===== src/rtl/rv_pkg.sv =====
// Shared RV32I encoding constants: opcodes, func3/func7 fields, ALU control and op-kind codes.
package rv_pkg;

  localparam int unsigned XLEN   = 32;
  localparam int unsigned REG_W  = 5;
  localparam int unsigned IMM_W  = 13;
  localparam int unsigned KIND_W = 3;
  localparam int unsigned ALU_W  = 3;

  localparam logic [6:0] OP_R  = 7'b0110011;
  localparam logic [6:0] OP_I  = 7'b0010011;
  localparam logic [6:0] OP_LW = 7'b0000011;
  localparam logic [6:0] OP_SW = 7'b0100011;
  localparam logic [6:0] OP_B  = 7'b1100011;

  localparam logic [2:0] F3_ADD_SUB = 3'b000;
  localparam logic [2:0] F3_AND     = 3'b111;
  localparam logic [2:0] F3_OR      = 3'b110;
  localparam logic [2:0] F3_SLT     = 3'b010;
  localparam logic [2:0] F3_WORD    = 3'b010;
  localparam logic [2:0] F3_BEQ     = 3'b000;

  localparam logic [6:0] F7_BASE = 7'b0000000;
  localparam logic [6:0] F7_SUB  = 7'b0100000;

  // ALU control codes shared with the ALU decoder
  localparam logic [ALU_W-1:0] ALU_ADD = 3'b000;
  localparam logic [ALU_W-1:0] ALU_SUB = 3'b001;
  localparam logic [ALU_W-1:0] ALU_AND = 3'b010;
  localparam logic [ALU_W-1:0] ALU_OR  = 3'b011;
  localparam logic [ALU_W-1:0] ALU_SLT = 3'b101;

  localparam logic [KIND_W-1:0] KIND_R   = 3'b000;
  localparam logic [KIND_W-1:0] KIND_I   = 3'b001;
  localparam logic [KIND_W-1:0] KIND_LW  = 3'b010;
  localparam logic [KIND_W-1:0] KIND_SW  = 3'b011;
  localparam logic [KIND_W-1:0] KIND_BEQ = 3'b100;

  localparam logic [XLEN-1:0] NOP_WORD = 32'h0000_0013;

  typedef enum logic [1:0] {
    ST_IDLE   = 2'd0,
    ST_ACCEPT = 2'd1,
    ST_WRITE  = 2'd2,
    ST_DONE   = 2'd3
  } enc_state_e;

endpackage


===== src/rtl/rv_instr_pack.sv =====
// Combinational field packer: symbolic op -> RV32I word, with illegal-op detection.
module rv_instr_pack
  import rv_pkg::*;
(
  input  logic [KIND_W-1:0] op_kind,
  input  logic [ALU_W-1:0]  alu_sel,
  input  logic [REG_W-1:0]  rd,
  input  logic [REG_W-1:0]  rs1,
  input  logic [REG_W-1:0]  rs2,
  input  logic [IMM_W-1:0]  imm,
  output logic [XLEN-1:0]   word,
  output logic              illegal
);

  logic [2:0] f3;
  logic [6:0] f7;
  logic       alu_ok;

  // ALU op -> func3/func7 for the register and immediate forms
  always_comb begin
    f3     = F3_ADD_SUB;
    f7     = F7_BASE;
    alu_ok = 1'b1;
    case (alu_sel)
      ALU_ADD: f3 = F3_ADD_SUB;
      ALU_SUB: begin
        f3 = F3_ADD_SUB;
        f7 = F7_SUB;
      end
      ALU_AND: f3 = F3_AND;
      ALU_OR:  f3 = F3_OR;
      ALU_SLT: f3 = F3_SLT;
      default: alu_ok = 1'b0;
    endcase
  end

  // Illegal ops fall through to the NOP default
  always_comb begin
    word    = NOP_WORD;
    illegal = 1'b0;
    case (op_kind)
      KIND_R: begin
        if (alu_ok) word = {f7, rs2, rs1, f3, rd, OP_R};
        else        illegal = 1'b1;
      end
      KIND_I: begin
        if (alu_ok && (alu_sel != ALU_SUB)) word = {imm[11:0], rs1, f3, rd, OP_I};
        else                                illegal = 1'b1;
      end
      KIND_LW: word = {imm[11:0], rs1, F3_WORD, rd, OP_LW};
      KIND_SW: word = {imm[11:5], rs2, rs1, F3_WORD, imm[4:0], OP_SW};
      KIND_BEQ: begin
        if (!imm[0]) word = {imm[12], imm[10:5], rs2, rs1, F3_BEQ, imm[4:1], imm[11], OP_B};
        else         illegal = 1'b1;
      end
      default: illegal = 1'b1;
    endcase
  end

endmodule


===== src/rtl/rv_instr_encoder.sv =====
// Program loader: accepts symbolic ops over valid/ready, encodes them and writes
// them sequentially into instruction memory, one word every two cycles.
module rv_instr_encoder
  import rv_pkg::*;
#(
  parameter int unsigned ADDR_W    = 8,
  parameter int unsigned BASE_ADDR = 0,
  parameter int unsigned DEPTH     = 256
) (
  input  logic              clk,
  input  logic              rst,
  input  logic              start,
  input  logic              req_valid,
  output logic              req_ready,
  input  logic              req_last,
  input  logic [2:0]        op_kind,
  input  logic [2:0]        alu_sel,
  input  logic [4:0]        rd,
  input  logic [4:0]        rs1,
  input  logic [4:0]        rs2,
  input  logic [12:0]       imm,
  output logic              imem_we,
  output logic [ADDR_W-1:0] imem_addr,
  output logic [31:0]       imem_wdata,
  output logic [ADDR_W:0]   count,
  output logic              busy,
  output logic              done,
  output logic              err,
  output logic              ovf
);

  localparam int unsigned CNT_W = ADDR_W + 1;

  enc_state_e       state_q;
  enc_state_e       state_nx;
  logic [XLEN-1:0]  pack_word;
  logic             pack_illegal;
  logic             last_q;
  logic             accept;
  logic             in_write;
  logic             full_nx;
  logic [CNT_W-1:0] count_inc;
  logic             ready_d;
  logic             we_d;
  logic             busy_d;
  logic             done_d;

  rv_instr_pack u_pack (
    .op_kind (op_kind),
    .alu_sel (alu_sel),
    .rd      (rd),
    .rs1     (rs1),
    .rs2     (rs2),
    .imm     (imm),
    .word    (pack_word),
    .illegal (pack_illegal)
  );

  assign in_write  = (state_q == ST_WRITE);
  assign accept    = (state_q == ST_ACCEPT) && req_valid && !start;
  assign count_inc = count + CNT_W'(1);
  assign full_nx   = (count_inc == CNT_W'(DEPTH));

  // State register; handshake/status outputs are registered alongside it
  always_ff @(posedge clk or posedge rst) begin
    if (rst) begin
      state_q   <= ST_IDLE;
      req_ready <= 1'b0;
      imem_we   <= 1'b0;
      busy      <= 1'b0;
      done      <= 1'b0;
    end else begin
      state_q   <= state_nx;
      req_ready <= ready_d;
      imem_we   <= we_d;
      busy      <= busy_d;
      done      <= done_d;
    end
  end

  // Next state; start wins over everything and drops an op accepted that cycle
  always_comb begin
    state_nx = state_q;
    if (start) begin
      state_nx = ST_ACCEPT;
    end else begin
      case (state_q)
        ST_IDLE:   state_nx = ST_IDLE;
        ST_ACCEPT: if (req_valid) state_nx = ST_WRITE;
        ST_WRITE:  state_nx = (last_q || full_nx) ? ST_DONE : ST_ACCEPT;
        ST_DONE:   state_nx = ST_DONE;
        default:   state_nx = ST_IDLE;
      endcase
    end
  end

  // Outputs decoded from the next state so they land in step with it
  always_comb begin
    ready_d = 1'b0;
    we_d    = 1'b0;
    busy_d  = 1'b0;
    done_d  = 1'b0;
    case (state_nx)
      ST_ACCEPT: begin
        ready_d = 1'b1;
        busy_d  = 1'b1;
      end
      ST_WRITE: begin
        we_d   = 1'b1;
        busy_d = 1'b1;
      end
      ST_DONE: done_d = 1'b1;
      default: ;
    endcase
  end

  // Encoded word, address/count counters and sticky flags
  always_ff @(posedge clk or posedge rst) begin
    if (rst) begin
      imem_addr  <= ADDR_W'(BASE_ADDR);
      imem_wdata <= '0;
      count      <= '0;
      err        <= 1'b0;
      ovf        <= 1'b0;
      last_q     <= 1'b0;
    end else if (start) begin
      imem_addr <= ADDR_W'(BASE_ADDR);
      count     <= '0;
      err       <= 1'b0;
      ovf       <= 1'b0;
      last_q    <= 1'b0;
    end else begin
      if (accept) begin
        imem_wdata <= pack_word;
        last_q     <= req_last;
        err        <= err | pack_illegal;
      end
      if (in_write) begin
        imem_addr <= imem_addr + ADDR_W'(1);
        count     <= count_inc;
        if (full_nx) ovf <= 1'b1;
      end
    end
  end

endmodule


===== config.mk =====
export PLATFORM = sky130hd
export DESIGN_NAME = rv_instr_encoder
export DESIGN_NICKNAME = d
export VERILOG_FILES = /design/src/rtl/rv_pkg.sv /design/src/rtl/rv_instr_pack.sv /design/src/rtl/rv_instr_encoder.sv
export SDC_FILE = /design/constraint.sdc
export NUM_CORES = 1
export LEC_CHECK = 0
export ABC_AREA = 1
export CORE_ASPECT_RATIO = 0.5
export CORE_MARGIN = 2
export CORE_UTILIZATION = 49
export DETAILED_ROUTE_END_ITERATION = 8
export PLACE_DENSITY_LB_ADDON = 0.08
export SLEW_MARGIN = 5
export SYNTH_ARGS = -nofsm -noshare
export SYNTH_HDL_FRONTEND = slang
export SYNTH_SLANG_ARGS = --single-unit
export TNS_END_PERCENT = 5

===== constraint.sdc =====
create_clock -name clk -period 5.3 [get_ports clk]
set_input_delay 1.325 -clock clk [delete_from_list [all_inputs] [get_ports clk]]
set_output_delay 1.325 -clock clk [all_outputs]
set_load 0.05 [all_outputs]

==> results of run 1 <==
==> logic make-up (layout without fill, tap and decap cells) <==
kind of cell	after synthesis	after routing	synth area share, %
AOI/OAI and AO/OA	36	36	7.52
and+or+nand+nor	199	199	33.3
buffers and inverters	41	131	6.52
adders and majority gates	6	6	2.72
DFF	55	55	49.8
other	1	2	0.136
==> registers in the layout, indices dropped and copies added, names as in the netlist <==
register	count
busy	1
count	9
done	1
err	1
imem_addr	8
imem_wdata	29
imem_we	1
last_q	1
ovf	1
req_ready	1
state_q	2
==> cell type report <==
class / count / area share (%)
Sequential cell: 55 / 35.6
Tap cell: 73 / 2.36
Inverter: 32 / 3.11
Multi-Input combinational cell: 243 / 31.3
Clock inverter: 2 / 0.421
Timing Repair Buffer: 91 / 23.6
Clock buffer: 6 / 3.59
==> per-stage QoR <==
stage / hold WS [ns] / total power [mW]
after global placement: 0.463 / 0.795
after floorplan: 0.516 / 0.680
after global routing: 0.505 / 1.18
final: 0.478 / 1.13
after CTS: 0.482 / 1.14
after detailed placement: 0.466 / 0.799
==> layout by cell type, fill, tap and decap left out, types with 2 or more instances in the layout <==
cell / synthesis / final
nand2_1: 104 / 104
clkdlybuf4s50_1: 0 / 91
dfrtp_1: 55 / 55
nand3_1: 48 / 48
inv_1: 31 / 30
nor2_1: 19 / 19
o21ai_0: 12 / 12
nand2_2: 9 / 9
a21oi_1: 8 / 8
o21ai_1: 6 / 6
ha_1: 6 / 6
nor2_4: 5 / 5
clkbuf_16: 0 / 5
o22ai_1: 4 / 4
nor2_2: 3 / 3
nor3_1: 3 / 3
nand4_1: 3 / 3
nand3_2: 2 / 2
inv_2: 1 / 2
conb_1: 1 / 2
==> per-layer routing <==
layer | up-vias | share of wire, %
li1 | 1267 | -
met2 | 82 | 48
met1 | 1246 | 45
met4 | 0 | 0.86
met3 | 9 | 5.6
met5 | - | 0
==> worst paths after layout <==
kind                                     from        endpoint
min in group asynchronous                 rst            busy
worst max register to register       count[1]            busy
max in group asynchronous                 rst   imem_wdata[9]
worst min-delay path            imem_wdata[5]   imem_wdata[5]
worst max-delay path                    start  imem_wdata[15]
worst min register to register  imem_wdata[5]   imem_wdata[5]
==> worst max-delay path: stages <==
cell             delay, ns
clkdlybuf4s50_1       0.52
nor2_2                0.18
nand2_2               0.41
nor2_4                0.62
nand2_1               0.10
o21ai_1               0.16
==> power groups by stage <==
stage / combinational (mW) / clock [mW] / sequential, mW
floorplan: 0.0770 / 0 / 0.603
global placement: 0.311 / 0 / 0.484
detailed placement: 0.315 / 0 / 0.484
CTS: 0.316 / 0.344 / 0.478
global route: 0.333 / 0.360 / 0.482
finish: 0.314 / 0.340 / 0.478
==> flow_summary_export.csv, run 1 <==
group,metric,value,unit
global_routing,antenna_found_initial,0,
yosys,syn_area,2760,µm²
placed_design,dpl_cell_area,3710,µm²
global_routing,globalRoute.busiestLayer,"met2",
cells_and_area,drive_gt1_share,7.93,%
power,combPwrFrac,27.7,%
cts,clkSinkCount,55,
yosys,netlist.area_leader.share,49.8,%
global_routing,grt_pass1_wl,11100,µm
power,p_leak,1.81,nW
placed_design,gp_congestion,0.847,
cells_and_area,final_cells,502,
global_routing,grt_pass1_vias,2474,
cts,root_buffer,"clkbuf_16",
route,via_count,2604,
sta,fin_tns_setup,0,ns
placed_design,dp.final_hpwl,4820,µm
hold_path,hp-class,"flip-flop to flip-flop",
placed_design,dp_slack,1.90,ns
sta,slew_headroom,25.0,%
yosys,synth-seq-cells,55,
sta,setup_viol,0,
route,dr.pass1.iters,5,
die,die_h,57.1,µm
cells_and_area,fin_nets,473,
flow_run,drv_cap,0,
sta,drv_slew,0,
die,initial_core_util,50.5,%
sta,hold_violations,0,
cts,clkTransAtPathRegs,0.07,ns
power,pwr_density_cell,293,nW/µm²
global_routing,grtUsageMet3,5.37,%
yosys,synth_edf_count,0,
yosys,yosysUniqueCellTypes,31,
sta,skew,0.00790,ns
cts,cts_resized,0,
yosys,synth_area_leader_cell,"dfrtp_1",
setup_path,r2r_slack,3.26,ns
global_routing,grt_use_met2,38.0,%
cells_and_area,multiInputGateArea,1210,µm²
setup_path,required,5.52,ns
power,p_int,0.751,mW
cts,cts_tree,"built",
route,antenna_left,0,
yosys,ys_seq_area_share,49.8,%
global_routing,grt_usage,22.3,%
cts,cts.htree.levels,2,
route,drc,0,
die,die_w,110,µm
setup_path,end_kind,"flip-flop",
global_routing,grt_max_degree,56,
die,pin_count,94,
yosys,synth_cells,338,
power,switching_share,33.6,%
yosys,synth_most_common_cell,"nand2_1",
global_routing,grt.met1_usage,29.6,%
yosys,synthTopCellsByCount,"104 x nand2_1, 55 x dfrtp_1, 48 x nand3_1, 31 x inv_1, 19 x nor2_1",
power,vdd_drop_max,243,µV
cells_and_area,regArea,1380,µm²
power,power_switching,0.380,mW
setup_path,worst-path-max-fanout,34,
route,vias_per_cell,5.19,
cts,cts_setup_buffers,0,
cts,cts_max_path_buffers,2,
route,wire_per_inst,13.1,µm
sta,max_freq,321,MHz
hold_path,worstHoldPathCells,1,
yosys,synth_area_per_cell,8.18,µm²
setup_path,reg2reg_depth,11,
cts,clock_latency,0.29,ns
power,clockPowerShare,30.0,%
cells_and_area,fillers,440,
setup_path,crit_type,"primary input to flip-flop",
cts,cts_hold_buffers,0,
placed_design,portBuffers,91,
yosys,synthTopCellsByArea,"dfrtp_1 50%, nand2_1 14%, nand3_1 8.7%, inv_1 4.2%, ha_1 2.7%",
placed_design,post-place-cells,494,
sta,period_share,58.8,%
cells_and_area,diodes,0,
sta,worst_slew_pin_slew,1.12,ns
cells_and_area,fin_util,70.7,%
yosys,synth_ff_type,"dfrtp_1",
cts,cts_made_buffers,5,
die,std_cell_rows,19,
sta,rsz0062_at_grt,"no",
cells_and_area,area_growth,39.8,%
outcome,status,"finished clean",
sta,setup_slack,2.18,ns
global_routing,overflow,0,
yosys,synth_warnings,0,
setup_path,crit_path_start_kind,"primary input",
cells_and_area,final_area,3860,µm²
route,first_iter_violations,196,
setup_path,worst_ep_arrival_time,3.34,ns
power,pwr-share-seq,42.2,%
die,core_area,5470,µm²
yosys,synthArstFlopShare,100,%
route,wirelength,6590,µm
die,die_area,6290,µm²
sta,period_needed,3.12,ns
(Power assumes the default switching activity.)
==> run 2, diff against run 1 <==
--- a/config.mk
+++ b/config.mk
@@ -8,7 +8,7 @@
 export ABC_AREA = 1
 export CORE_ASPECT_RATIO = 0.5
 export CORE_MARGIN = 2
-export CORE_UTILIZATION = 49
+export CORE_UTILIZATION = 46
 export DETAILED_ROUTE_END_ITERATION = 8
 export PLACE_DENSITY_LB_ADDON = 0.08
 export SLEW_MARGIN = 5
==> constraint.sdc (replaced) <==
create_clock -name clk -period 3.07 [get_ports clk]
set_input_delay 0.7675 -clock clk [delete_from_list [all_inputs] [get_ports clk]]
set_output_delay 0.7675 -clock clk [all_outputs]
set_load 0.05 [all_outputs]
==> flow_summary_export.csv, run 2 (synthesis results as in run 1) <==
group,metric,value,unit
setup_path,slowest_stage,"clkdlybuf4s50_1",
setup_path,path_cells,"clkdlybuf4s50_1",
route,drc,0,
global_routing,grt_pass1_wl,11300,µm
sta,slew_headroom,55.1,%
route,dr.pass1.iters,4,
cells_and_area,mostFrequentLayoutCells,"104 x nand2_1, 91 x clkdlybuf4s50_1, 55 x dfrtp_1",
sta,period_share,76.2,%
setup_path,crit_type,"flip-flop to output port",
global_routing,globalRoute.busiestLayer,"met2",
setup_path,end_kind,"output port",
placed_design,gp_congestion,0.832,
die,core_area,5630,µm²
setup_path,startpoint,"count[2]",
cells_and_area,final_common_cell,"nand2_1",
setup_path,worst-path-max-fanout,6,
setup_path,required,2.30,ns
die,die_area,6680,µm²
cells_and_area,largestRegisters,"imem_wdata x29, count x9, imem_addr x8",
global_routing,grt_pass1_vias,2521,
setup_path,r2r_end,"busy",
global_routing,grtUsageMet3,4.74,%
sta,max_freq,428,MHz
cts,cts_max_path_buffers,2,
cts,cts.htree.levels,2,
die,pin_count,94,
cells_and_area,regArea,1380,µm²
cells_and_area,area_growth,40.7,%
die,std_cell_rows,19,
cts,cts_resized,0,
cells_and_area,fin_nets,476,
setup_path,crit_family,"buffers and inverters",
die,initial_core_util,49.1,%
cells_and_area,regMostFlops,"imem_wdata",
hold_path,worstHoldPathCells,2,
die,die_w,114,µm
sta,fin_tns_setup,0,ns
power,p_leak,1.83,nW
setup_path,reg2reg_depth,11,
cells_and_area,largest_reg_flops,29,
die,die_h,58.8,µm
sta,fin_hold_ws,0.484,ns
placed_design,dpl_cell_area,3730,µm²
global_routing,grt_max_degree,34,
flow_run,drv_cap,0,
route,antenna_left,0,
sta,rsz0062_at_grt,"no",
setup_path,regToRegStartpoint,"count[1]",
setup_path,r2r_slack,1.10,ns
sta,hold_violations,0,
route,wirelength,6660,µm
global_routing,grt_use_met2,37.1,%
setup_path,worst_ep_arrival_time,1.57,ns
route,wire_per_inst,13.2,µm
cells_and_area,multiInputGateArea,1210,µm²
setup_path,crit_path_start_kind,"flip-flop",
sta,drv_slew,0,
cts,cts_made_buffers,5,
route,first_iter_violations,166,
hold_path,hp-class,"flip-flop to flip-flop",
sta,worst_slew_pin_slew,0.673,ns
global_routing,grt.met1_usage,27.9,%
sta,setup_viol,0,
cts,clkSinkCount,55,
setup_path,crit_path_end,"count[2]",
outcome,status,"finished clean",
sta,skew,0.00433,ns
placed_design,portBuffers,91,
setup_path,crit_cells,1,
global_routing,grt_usage,21.6,%
global_routing,antenna_found_initial,0,
cts,clock_latency,0.29,ns
global_routing,overflow,0,
cts,cts_setup_buffers,0,
route,via_count,2557,
cts,root_buffer,"clkbuf_16",
cts,cts_tree,"built",
power,pwr_density_cell,506,nW/µm²
power,vdd_drop_max,293,µV
placed_design,dp.final_hpwl,4960,µm
cells_and_area,diodes,0,
cells_and_area,final_area,3890,µm²
cells_and_area,drive_gt1_share,8.33,%
cts,clkTransAtPathRegs,0.07,ns
setup_path,slowest_delay,0.84,ns
sta,period_needed,2.34,ns
cts,cts_hold_buffers,0,
setup_path,crit_buf_inv,1,
cells_and_area,fillers,465,
route,vias_per_cell,5.06,
[run 2: changes by cell type in the layout (fill, tap and decap cells not counted), sizes merged]
cell      delta
clkbuf       +2
clkinv       -1
buf          +3
clkinvlp     -1
[run 2: stage by stage]
step / power, mW / util, % / setup WS (ns) / instances
finish: 1.97 / 69.0 / 0.732 / 505
global route: 2.04 / 69.0 / 0.581 / 505
CTS: 1.98 / 69.0 / 0.714 / 505
detailed placement: 1.38 / 66.2 / 0.490 / 497
global placement: 1.38 / 66.2 / 0.544 / 497
floorplan: 1.17 / - / 0.960 / 339
[run 2: layout make-up]
class | instances | area share [%]
Sequential cell | 55 | 35.4
Multi-Input combinational cell | 243 | 31.1
Timing Repair Buffer | 94 | 24.0
Clock buffer | 8 | 4.02
Inverter | 32 | 3.09
Tap cell | 73 | 2.35
[run 2: how the worst min path moves through the flow]
stage / start / to / slack, ns
after global placement: imem_wdata[13] / imem_wdata[13] / 0.47
after detailed placement: imem_wdata[31] / imem_wdata[31] / 0.47
after CTS: imem_wdata[7] / imem_wdata[7] / 0.49
after floorplan: last_q / last_q / 0.52
final: imem_wdata[7] / imem_wdata[7] / 0.48
after global routing: imem_wdata[13] / imem_wdata[13] / 0.52
[run 2: metal layers]
layer,up-vias,routed length (µm)
li1,1273,-
met1,1195,3070
met2,80,3140
met3,9,345
met4,0,99
met5,-,0
[run 2: where the power goes]
part | switching (mW) | leakage, nW | internal, mW
Sequential | 0.0392 | 0.735 | 0.786
Combinational | 0.355 | 1.02 | 0.187
Clock | 0.253 | 0.0772 | 0.348
Total | 0.646 | 1.83 | 1.32
